**src/rtl/alarm_zone_controller_if.sv**
```systemverilog
// Keypad/sensor/configuration inputs and status outputs of the zone alarm controller.
interface alarm_zone_controller_if #(
  parameter int N_ZONES = 4
);
  logic [1:0]         KEY_STATUS;
  logic [N_ZONES-1:0] SENSOR_IN;
  logic [N_ZONES-1:0] ZONE_EN;
  logic [N_ZONES-1:0] ZONE_DELAYED;
  logic [2:0]         STATE_OUT;
  logic               ARMED_OUT;
  logic               SIREN_OUT;
  logic               TIMER_BUSY;
  logic [N_ZONES-1:0] ALARM_ZONES;

  modport master (
    output KEY_STATUS, SENSOR_IN, ZONE_EN, ZONE_DELAYED,
    input  STATE_OUT, ARMED_OUT, SIREN_OUT, TIMER_BUSY, ALARM_ZONES
  );

  modport slave (
    input  KEY_STATUS, SENSOR_IN, ZONE_EN, ZONE_DELAYED,
    output STATE_OUT, ARMED_OUT, SIREN_OUT, TIMER_BUSY, ALARM_ZONES
  );
endinterface

```
**src/rtl/alarm_zone_controller.sv**
```systemverilog
// Multi-zone alarm controller: exit/entry delays, siren auto-silence and a latched
// alarm-memory word, all sharing one down-counter.
module alarm_zone_controller #(
  parameter int N_ZONES     = 4,
  parameter int CNT_W       = 20,
  parameter int EXIT_DELAY  = 150000,
  parameter int ENTRY_DELAY = 150000,
  parameter int SIREN_TIME  = 600000
) (
  input  logic                      SERCLK_OUT,
  input  logic                      RESET_IN,
  alarm_zone_controller_if.slave    io
);

  typedef enum logic [2:0] {
    ST_DISARMED = 3'd0,
    ST_EXIT     = 3'd1,
    ST_ARMED    = 3'd2,
    ST_ENTRY    = 3'd3,
    ST_ALARM    = 3'd4
  } state_t;

  // A state entered with load D-1 leaves after exactly D cycles.
  localparam logic [CNT_W-1:0] EXIT_LOAD  = CNT_W'(EXIT_DELAY - 1);
  localparam logic [CNT_W-1:0] ENTRY_LOAD = CNT_W'(ENTRY_DELAY - 1);
  localparam logic [CNT_W-1:0] SIREN_LOAD = CNT_W'(SIREN_TIME - 1);

  logic [N_ZONES-1:0] sync1_r;
  logic [N_ZONES-1:0] sync2_r;
  logic [N_ZONES-1:0] zones_s;
  logic [N_ZONES-1:0] new_zones_s;
  logic [N_ZONES-1:0] alarm_zones_r;
  logic [N_ZONES-1:0] alarm_zones_nx_s;
  state_t             state_r;
  state_t             state_nx_s;
  logic [CNT_W-1:0]   cnt_r;
  logic [CNT_W-1:0]   cnt_nx_s;
  logic [CNT_W-1:0]   cnt_dec_s;
  logic               silenced_r;
  logic               silenced_nx_s;
  logic               inst_s;
  logic               dly_s;
  logic               key_ok_s;
  logic               key_err_s;
  logic               cnt_zero_s;
  logic               armed_r;
  logic               siren_r;
  logic               busy_r;

  // Two-flop synchroniser for the asynchronous zone inputs
  always_ff @(posedge SERCLK_OUT or posedge RESET_IN) begin
    if (RESET_IN) begin
      sync1_r <= {N_ZONES{1'b0}};
      sync2_r <= {N_ZONES{1'b0}};
    end else begin
      sync1_r <= io.SENSOR_IN;
      sync2_r <= sync1_r;
    end
  end

  assign zones_s     = sync2_r & io.ZONE_EN;
  assign inst_s      = |(zones_s & ~io.ZONE_DELAYED);
  assign dly_s       = |(zones_s & io.ZONE_DELAYED);
  assign new_zones_s = zones_s & ~alarm_zones_r;
  // Reserved code 1 falls through both decodes and therefore acts as NO_KEY.
  assign key_ok_s    = (io.KEY_STATUS == 2'd0);
  assign key_err_s   = (io.KEY_STATUS == 2'd2);
  assign cnt_zero_s  = (cnt_r == {CNT_W{1'b0}});
  assign cnt_dec_s   = cnt_r - CNT_W'(1);

  // Next-state, counter, silence flag and alarm-memory update
  always_comb begin
    state_nx_s       = state_r;
    cnt_nx_s         = cnt_r;
    silenced_nx_s    = silenced_r;
    alarm_zones_nx_s = alarm_zones_r;
    case (state_r)
      ST_DISARMED: begin
        if (key_ok_s) begin
          state_nx_s       = ST_EXIT;
          cnt_nx_s         = EXIT_LOAD;
          alarm_zones_nx_s = {N_ZONES{1'b0}};
        end else begin
          state_nx_s = ST_DISARMED;
        end
      end
      ST_EXIT: begin
        if (key_ok_s) begin
          state_nx_s = ST_DISARMED;
        end else if (cnt_zero_s) begin
          state_nx_s = ST_ARMED;
        end else begin
          cnt_nx_s = cnt_dec_s;
        end
      end
      ST_ARMED: begin
        alarm_zones_nx_s = alarm_zones_r | zones_s;
        if (key_ok_s) begin
          state_nx_s = ST_DISARMED;
        end else if (key_err_s || inst_s) begin
          state_nx_s    = ST_ALARM;
          cnt_nx_s      = SIREN_LOAD;
          silenced_nx_s = 1'b0;
        end else if (dly_s) begin
          state_nx_s = ST_ENTRY;
          cnt_nx_s   = ENTRY_LOAD;
        end else begin
          state_nx_s = ST_ARMED;
        end
      end
      ST_ENTRY: begin
        // Further delayed trips only update the memory; the running delay is kept.
        alarm_zones_nx_s = alarm_zones_r | zones_s;
        if (key_ok_s) begin
          state_nx_s = ST_DISARMED;
        end else if (key_err_s || inst_s || cnt_zero_s) begin
          state_nx_s    = ST_ALARM;
          cnt_nx_s      = SIREN_LOAD;
          silenced_nx_s = 1'b0;
        end else begin
          cnt_nx_s = cnt_dec_s;
        end
      end
      ST_ALARM: begin
        alarm_zones_nx_s = alarm_zones_r | zones_s;
        if (key_ok_s) begin
          state_nx_s = ST_DISARMED;
        end else if (|new_zones_s) begin
          cnt_nx_s      = SIREN_LOAD;
          silenced_nx_s = 1'b0;
        end else if (cnt_zero_s) begin
          silenced_nx_s = 1'b1;
        end else begin
          cnt_nx_s = cnt_dec_s;
        end
      end
      default: begin
        state_nx_s    = ST_DISARMED;
        cnt_nx_s      = {CNT_W{1'b0}};
        silenced_nx_s = 1'b0;
      end
    endcase
  end

  // FSM state, shared counter, silence flag and alarm memory
  always_ff @(posedge SERCLK_OUT or posedge RESET_IN) begin
    if (RESET_IN) begin
      state_r       <= ST_DISARMED;
      cnt_r         <= {CNT_W{1'b0}};
      silenced_r    <= 1'b0;
      alarm_zones_r <= {N_ZONES{1'b0}};
    end else begin
      state_r       <= state_nx_s;
      cnt_r         <= cnt_nx_s;
      silenced_r    <= silenced_nx_s;
      alarm_zones_r <= alarm_zones_nx_s;
    end
  end

  // Status flags registered from the next state so they track state_r exactly
  always_ff @(posedge SERCLK_OUT or posedge RESET_IN) begin
    if (RESET_IN) begin
      armed_r <= 1'b0;
      siren_r <= 1'b0;
      busy_r  <= 1'b0;
    end else begin
      armed_r <= (state_nx_s != ST_DISARMED);
      siren_r <= (state_nx_s == ST_ALARM) && !silenced_nx_s;
      busy_r  <= (state_nx_s == ST_EXIT) || (state_nx_s == ST_ENTRY);
    end
  end

  assign io.STATE_OUT   = state_r;
  assign io.ARMED_OUT   = armed_r;
  assign io.SIREN_OUT   = siren_r;
  assign io.TIMER_BUSY  = busy_r;
  assign io.ALARM_ZONES = alarm_zones_r;

endmodule

```
**src/flat_wrapper.sv**
```systemverilog
// flat-port wrapper written by rule: the top's interface ports become plain ports
module alarm_zone_controller_flat 
#(
  parameter int N_ZONES     = 4,
  parameter int CNT_W       = 20,
  parameter int EXIT_DELAY  = 150000,
  parameter int ENTRY_DELAY = 150000,
  parameter int SIREN_TIME  = 600000
)
  (SERCLK_OUT, RESET_IN, io_KEY_STATUS, io_SENSOR_IN, io_ZONE_EN, io_ZONE_DELAYED, io_STATE_OUT, io_ARMED_OUT, io_SIREN_OUT, io_TIMER_BUSY, io_ALARM_ZONES);
  alarm_zone_controller_if #(.N_ZONES(N_ZONES)) io_i ();
  input  logic SERCLK_OUT;
  input  logic RESET_IN;
  input wire logic [$bits(io_i.KEY_STATUS)-1:0] io_KEY_STATUS;
  input wire logic [$bits(io_i.SENSOR_IN)-1:0] io_SENSOR_IN;
  input wire logic [$bits(io_i.ZONE_EN)-1:0] io_ZONE_EN;
  input wire logic [$bits(io_i.ZONE_DELAYED)-1:0] io_ZONE_DELAYED;
  output wire logic [$bits(io_i.STATE_OUT)-1:0] io_STATE_OUT;
  output wire logic [$bits(io_i.ARMED_OUT)-1:0] io_ARMED_OUT;
  output wire logic [$bits(io_i.SIREN_OUT)-1:0] io_SIREN_OUT;
  output wire logic [$bits(io_i.TIMER_BUSY)-1:0] io_TIMER_BUSY;
  output wire logic [$bits(io_i.ALARM_ZONES)-1:0] io_ALARM_ZONES;
  assign io_i.KEY_STATUS = io_KEY_STATUS;
  assign io_i.SENSOR_IN = io_SENSOR_IN;
  assign io_i.ZONE_EN = io_ZONE_EN;
  assign io_i.ZONE_DELAYED = io_ZONE_DELAYED;
  assign io_STATE_OUT = io_i.STATE_OUT;
  assign io_ARMED_OUT = io_i.ARMED_OUT;
  assign io_SIREN_OUT = io_i.SIREN_OUT;
  assign io_TIMER_BUSY = io_i.TIMER_BUSY;
  assign io_ALARM_ZONES = io_i.ALARM_ZONES;
  alarm_zone_controller #(.N_ZONES(N_ZONES), .CNT_W(CNT_W), .EXIT_DELAY(EXIT_DELAY), .ENTRY_DELAY(ENTRY_DELAY), .SIREN_TIME(SIREN_TIME)) u_core (.SERCLK_OUT(SERCLK_OUT), .RESET_IN(RESET_IN), .io(io_i));
endmodule
```
**config.mk**
```make
export PLATFORM = sky130hd
export DESIGN_NAME = alarm_zone_controller_flat
export DESIGN_NICKNAME = d
export VERILOG_FILES = /design/src/rtl/alarm_zone_controller_if.sv /design/src/rtl/alarm_zone_controller.sv /design/src/flat_wrapper.sv
export SDC_FILE = /design/constraint.sdc
export NUM_CORES = 1
export LEC_CHECK = 0
export ABC_CLOCK_PERIOD_IN_PS = 3100
export BUFFER_PORTS_ARGS = -buffer_cell sky130_fd_sc_hd__buf_2
export CORE_MARGIN = 3
export CORE_UTILIZATION = 30
export CTS_CLUSTER_SIZE = 16
export DETAILED_ROUTE_END_ITERATION = 6
export PLACE_DENSITY = 0.51
export SYNTH_ARGS = -nofsm -noshare
export SYNTH_HDL_FRONTEND = slang
export SYNTH_SLANG_ARGS = --single-unit
```
**constraint.sdc**
```tcl
create_clock -name SERCLK_OUT -period 3.1 [get_ports SERCLK_OUT]
set_clock_uncertainty 0.1 [all_clocks]
set_input_delay 0.62 -clock SERCLK_OUT [delete_from_list [all_inputs] [get_ports SERCLK_OUT]]
set_output_delay 0.62 -clock SERCLK_OUT [all_outputs]
set_load 0.03 [all_outputs]
```
==> flow_metrics.tcl, run 1 <==
set metrics [dict create \
    num_antenna_cells 0 \
    syn_area_um2 2390 \
    arrival_ns 2.94 \
    fmax_ghz 0.342 \
    die_width_um 95.3 \
    grt.met1_usage_pct 24.3 \
    die_y_um 95.3 \
    p_total_mw 1.79 \
    core_um2 7490 \
    final_area_um2 2860 \
    hold_viol_final 0 \
    start_util_pct 32.0 \
    vdd_drop_max_mv 0.179 \
    yosys_register_bits 39 \
    drc 0 \
    startpoint_type "flop" \
    criticalPathCategory "flop to flop" \
    drive_gt1_share_pct 18.8 \
    p_per_area_nw_per_um2 628 \
    instances_no_fill 423 \
    cp_data_required_time_ns 3.12 \
    min_path_cells 0 \
    utilization_pct 38.1 \
    grt_overflow 0 \
    rr_startpoint "u_core.cnt_r[1]" \
    wl_per_cell_um 17.4 \
    final_common_cell "dfrtp_1" \
    final_cell_mix "39 x dfrtp_1, 25 x buf_2, 21 x nand2_1, 21 x nor2_1, 21 x o21ai_0" \
    wl_um 7360 \
    use_met2_pct 26.2 \
    hold_buffers 0 \
    reg2reg_depth 8 \
    busiest_layer "met2" \
    cts_setup_buffers 0 \
    fillers 767 \
    synthArstFlopShare_pct 100 \
    postSynthAreaPerCell_um2 8.31 \
    drt-pass1-iter-count 5 \
    maxSlewHeadroom_pct 44.3 \
    cts_htree_levels 2 \
    min_from "u_core.sync1_r[0]" \
    worstSetupEndpointType "flop" \
    grt_pass1_vias 2333 \
    final-max-slew-violation-count 0 \
    worstSetupStartpoint "u_core.cnt_r[1]" \
    r2r_setup_slack_ns 0.18 \
    synth-edff-count 0 \
    fin_ws_ns 0.179 \
    cts_buffers 5 \
    use_met3_pct 2.76 \
    power.leakage_nw 1.22 \
    placed_cell_area_um2 2720 \
    die_area_um2 9090 \
    grt_pass1_wl_um 12100 \
    ys_types 54 \
    hp-class "flop to flop" \
    place_ws_ns 0.227 \
    io_pins 26 \
    syn_to_final_growth_pct 19.3 \
    yosysWarnings 0 \
    drtIter0Drc 245 \
    nNetsFinal 340 \
    hpwlAfterDp_um 5440 \
    finalSetupViolCount 0 \
    yosysSeqAreaShare_pct 40.8 \
    max_slew.worst_pin.slew_ns 0.829 \
    ys.flop_type "dfrtp_1" \
    fin_setup_tns_ns 0 \
    antenna_found_initial 0 \
    ant_nets 0 \
    globalplace.congestion 0.905 \
    period_minus_slack_ns 2.92 \
    worst_skew_pair.late_latency_ns 0.29 \
    cts_root_buffer "clkbuf_8" \
    grt_max_degree 40 \
    ctsResizeCount 0 \
    fp-row-count 31 \
    clock_path_buffers 2 \
    r2r-end "u_core.cnt_r[14]" \
    dpl.cell_count 415 \
    synth_nets 305 \
    fin_crit_sh_pct 94.2 \
    hold_ws_ns 0.253 \
    holdPathEnd "u_core.sync2_r[0]" \
    worst-path-max-fanout 8 \
    rsz0062_at_grt "false" \
    cts_sinks 39 \
    outcome "finished, final reports clean" \
    via_per_inst 5.83 \
    synthCells 288 \
    io_buffer_count 25 \
    tritoncts "yes" \
    grt_util_all_layers_pct 17.2 \
    drv_cap 0 \
    clk_pin_slew_worst_paths_ns 0.09 \
    vias 2464 \
]
-- state kept, by name (all words and copies together) (netlist names) --
name / cells
u_core.io.STATE_OUT: 3
u_core.sync2_r: 4
u_core.io.TIMER_BUSY: 1
u_core.io.ALARM_ZONES: 4
u_core.silenced_r: 1
u_core.cnt_r: 20
u_core.io.ARMED_OUT: 1
u_core.sync1_r: 4
u_core.io.SIREN_OUT: 1
-- synthesized netlist by cell type (3+ instances only) --
cell      count  share of area, %
a211o_1       4               1.5
a21oi_1      18               3.8
a31oi_1      13               3.4
clkbuf_1     12               1.9
dfrtp_1      39                41
inv_1        12               1.9
nand2_1      21               3.3
nand2b_1      5               1.3
nand3_1      16               3.3
nand3b_1      4               1.3
nand4_1       3              0.78
nor2_1       21               3.3
nor2b_1       3              0.78
nor3_1       13               2.7
nor3b_1       3              0.94
nor4_1       14               3.7
o211ai_1      4               1.3
o21ai_0      21               4.4
o22ai_1       4               1.0
o31ai_1       3              0.94
or2_2         4               1.0
or3_1         7               1.8
or4_1         6               1.9
-- layout make-up --
cell class / instances / area, µm² / share of cell area [%]
clock buffers: 5 / 68.8 / 2.41
clock inverters: 3 / 67.6 / 2.37
inverters: 12 / 45.0 / 1.58
multi-input cells: 222 / 1310 / 46.0
flip-flops and latches: 39 / 976 / 34.2
well taps: 99 / 124 / 4.34
repair buffers: 43 / 260 / 9.11
-- critical path, stage by stage (launching register included) --
cell	delay, ns
dfrtp_1	0.44
inv_1	0.08
ha_1	0.18
or3b_2	0.53
or3_1	0.42
or4_4	0.51
and2_1	0.17
a32oi_1	0.18
o311ai_1	0.13
-- power breakdown --
part / internal [mW] / switching [mW] / total, mW
combinational: 0.218 / 0.368 / 0.585
clock: 0.321 / 0.199 / 0.521
sequential: 0.590 / 0.0967 / 0.686
total: 1.13 / 0.664 / 1.79
-- worst max-delay path by stage --
stage	to	cells after the start	slack, ns
detailed placement	u_core.cnt_r[14]	8	0.23
CTS	u_core.cnt_r[14]	8	0.19
global placement	u_core.cnt_r[14]	8	0.23
global route	u_core.cnt_r[2]	8	0.01
finish	u_core.cnt_r[14]	8	0.18
floorplan	u_core.cnt_r[14]	11	0.10
-- logic make-up (layout without fill, tap and decap cells) --
logic type	after synthesis	in the layout	share of synthesized area, %
compound gates	88	88	23.8
xor+xnor	3	3	1.10
fa+ha+maj	1	1	0.523
buf+inv	27	63	4.34
flops	39	39	40.8
simple gates	130	130	29.4
-- metal layers --
metal  wire (µm)  up-vias
li1            -     1168
met5           0        -
met3         468       15
met2        3300      102
met1        3440     1179
met4         159        0
Power figures use the tool's default switching activity.
==> inputs of run 2 (changes only) <==
- SETUP_SLACK_MARGIN: default -> 0.2
==> flow_metrics.tcl, run 2 (synthesis results as in run 1) <==
set metrics [dict create \
    cp_data_required_time_ns 3.14 \
    wl_per_cell_um 17.6 \
    worstSetupEndpointType "flop" \
    final_area_um2 2900 \
    hold_buffers 0 \
    num_antenna_cells 0 \
    dpl.cell_count 415 \
    worst-path-max-fanout 8 \
    max_slew.worst_pin.slew_ns 0.721 \
    die_area_um2 9090 \
    power.leakage_nw 1.24 \
    final-max-slew-violation-count 0 \
    grt_max_degree 19 \
    drt-pass1-iter-count 5 \
    finalSetupViolCount 0 \
    clk_pin_slew_worst_paths_ns 0.08 \
    drive_gt1_share_pct 21.8 \
    syn_to_final_growth_pct 21.1 \
    final_cell_mix "37 x dfrtp_1, 25 x buf_2, 21 x nor2_1, 21 x o21ai_0" \
    hp-class "primary input to asynchronous set/reset pin" \
    clock_path_buffers 2 \
    drtIter0Drc 203 \
    tritoncts "yes" \
    antenna_found_initial 0 \
    pwr-share-comb_pct 33.4 \
    utilization_pct 38.7 \
    grt_pass1_vias 2374 \
    drc 0 \
    intPower_mw 1.15 \
    largest_register "u_core.cnt_r" \
    vdd_drop_max_mv 0.199 \
    via_per_inst 5.88 \
    nNetsFinal 342 \
    fin_ws_ns 0.316 \
    fin_crit_sh_pct 89.8 \
    rsz0062_at_grt "false" \
    hold_viol_final 0 \
    swShare_pct 36.7 \
    startpoint_type "flop" \
    globalplace.congestion 0.886 \
    grt_pass1_wl_um 12300 \
    placed_cell_area_um2 2720 \
    wl_um 7480 \
    switchingPower_mw 0.664 \
    p_per_area_nw_per_um2 625 \
    cts_root_buffer "clkbuf_8" \
    ant_nets 0 \
    period_minus_slack_ns 2.78 \
    instances_no_fill 425 \
    seqPwrFrac_pct 38.1 \
    maxSlewHeadroom_pct 51.7 \
    worst_skew_pair.late_latency_ns 0.30 \
    core_um2 7490 \
    arrival_ns 2.82 \
    io_buffer_count 25 \
    clockPowerShare_pct 28.5 \
    io_pins 26 \
    fillers 787 \
    hpwlAfterDp_um 5690 \
    fmax_ghz 0.359 \
    start_util_pct 32.0 \
    cts_buffers 5 \
    cts_htree_levels 2 \
    final_common_cell "dfrtp_1" \
    cts_sinks 39 \
    grt_util_all_layers_pct 17.5 \
    criticalPathCategory "flop to flop" \
    largest_register_ffs 20 \
    fin_setup_tns_ns 0 \
    outcome "finished, final reports clean" \
    vias 2498 \
    fp-row-count 31 \
    grt_overflow 0 \
    drv_cap 0 \
    die_width_um 95.3 \
    die_y_um 95.3 \
    place_ws_ns 0.233 \
]
## run 2: what timing repair did
item                                    CTS  global route
endpoints found under the setup margin    0            10
setup buffers                             0             2
resized for setup                         0             7
## run 2: final timing paths
| path | from | to | slack, ns | cells after the start |
|---|---|---|---|---|
| worst min-delay path | RESET_IN | u_core.sync1_r[1] | 0.17 | 2 |
| worst min register to register | u_core.sync1_r[2] | u_core.sync2_r[2] | 0.25 | 0 |
| min in group SERCLK_OUT | u_core.sync1_r[2] | u_core.sync2_r[2] | 0.25 | 0 |
| worst max register to register | u_core.cnt_r[0] | u_core.cnt_r[14] | 0.32 | 8 |
| worst max-delay path | u_core.cnt_r[0] | u_core.cnt_r[14] | 0.32 | 8 |
| max in group asynchronous | RESET_IN | u_core.cnt_r[1] | 2.17 | 3 |
## run 2: routing by layer
layer  up-vias  track usage (%)  part of all wire, %
met1      1213             24.4                   46
met4         0             4.33                  1.9
met2       103             27.9                   46
met5         -                0                    0
met3        14             3.31                  6.8
li1       1168                -                    -
## run 2: through the flow
| step | power (mW) | hold WS (ns) |
|---|---|---|
| global placement | 1.26 | 0.233 |
| CTS | 1.78 | 0.185 |
| floorplan | 1.09 | 0.231 |
| global route | 1.93 | 0.199 |
| finish | 1.81 | 0.174 |
| detailed placement | 1.26 | 0.236 |
## run 2: layout make-up
| class | instances | area, µm² | area share, % |
|---|---|---|---|
| clock buffers | 5 | 68.8 | 2.37 |
| clock inverters | 3 | 67.6 | 2.33 |
| inverters | 12 | 45.0 | 1.55 |
| multi-input cells | 222 | 1340 | 46.2 |
| flip-flops and latches | 39 | 978 | 33.8 |
| well taps | 99 | 124 | 4.27 |
| repair buffers | 45 | 275 | 9.50 |
## run 2: power groups by stage
stage | Combinational [mW] | Sequential (mW) | Clock [mW]
after CTS | 0.562 | 0.692 | 0.529
final | 0.605 | 0.691 | 0.516
after global routing | 0.675 | 0.706 | 0.551
after global placement | 0.559 | 0.703 | 0
after floorplan | 0.402 | 0.685 | 0
after detailed placement | 0.559 | 0.699 | 0
## run 2: critical path, cell delays in order, from the launching register on
cell	delay (ns)
dfrtp_2	0.42
inv_1	0.08
ha_2	0.19
or3b_4	0.42
or3_4	0.42
or4_4	0.50
and2_1	0.18
a32oi_1	0.19
o311ai_1	0.12
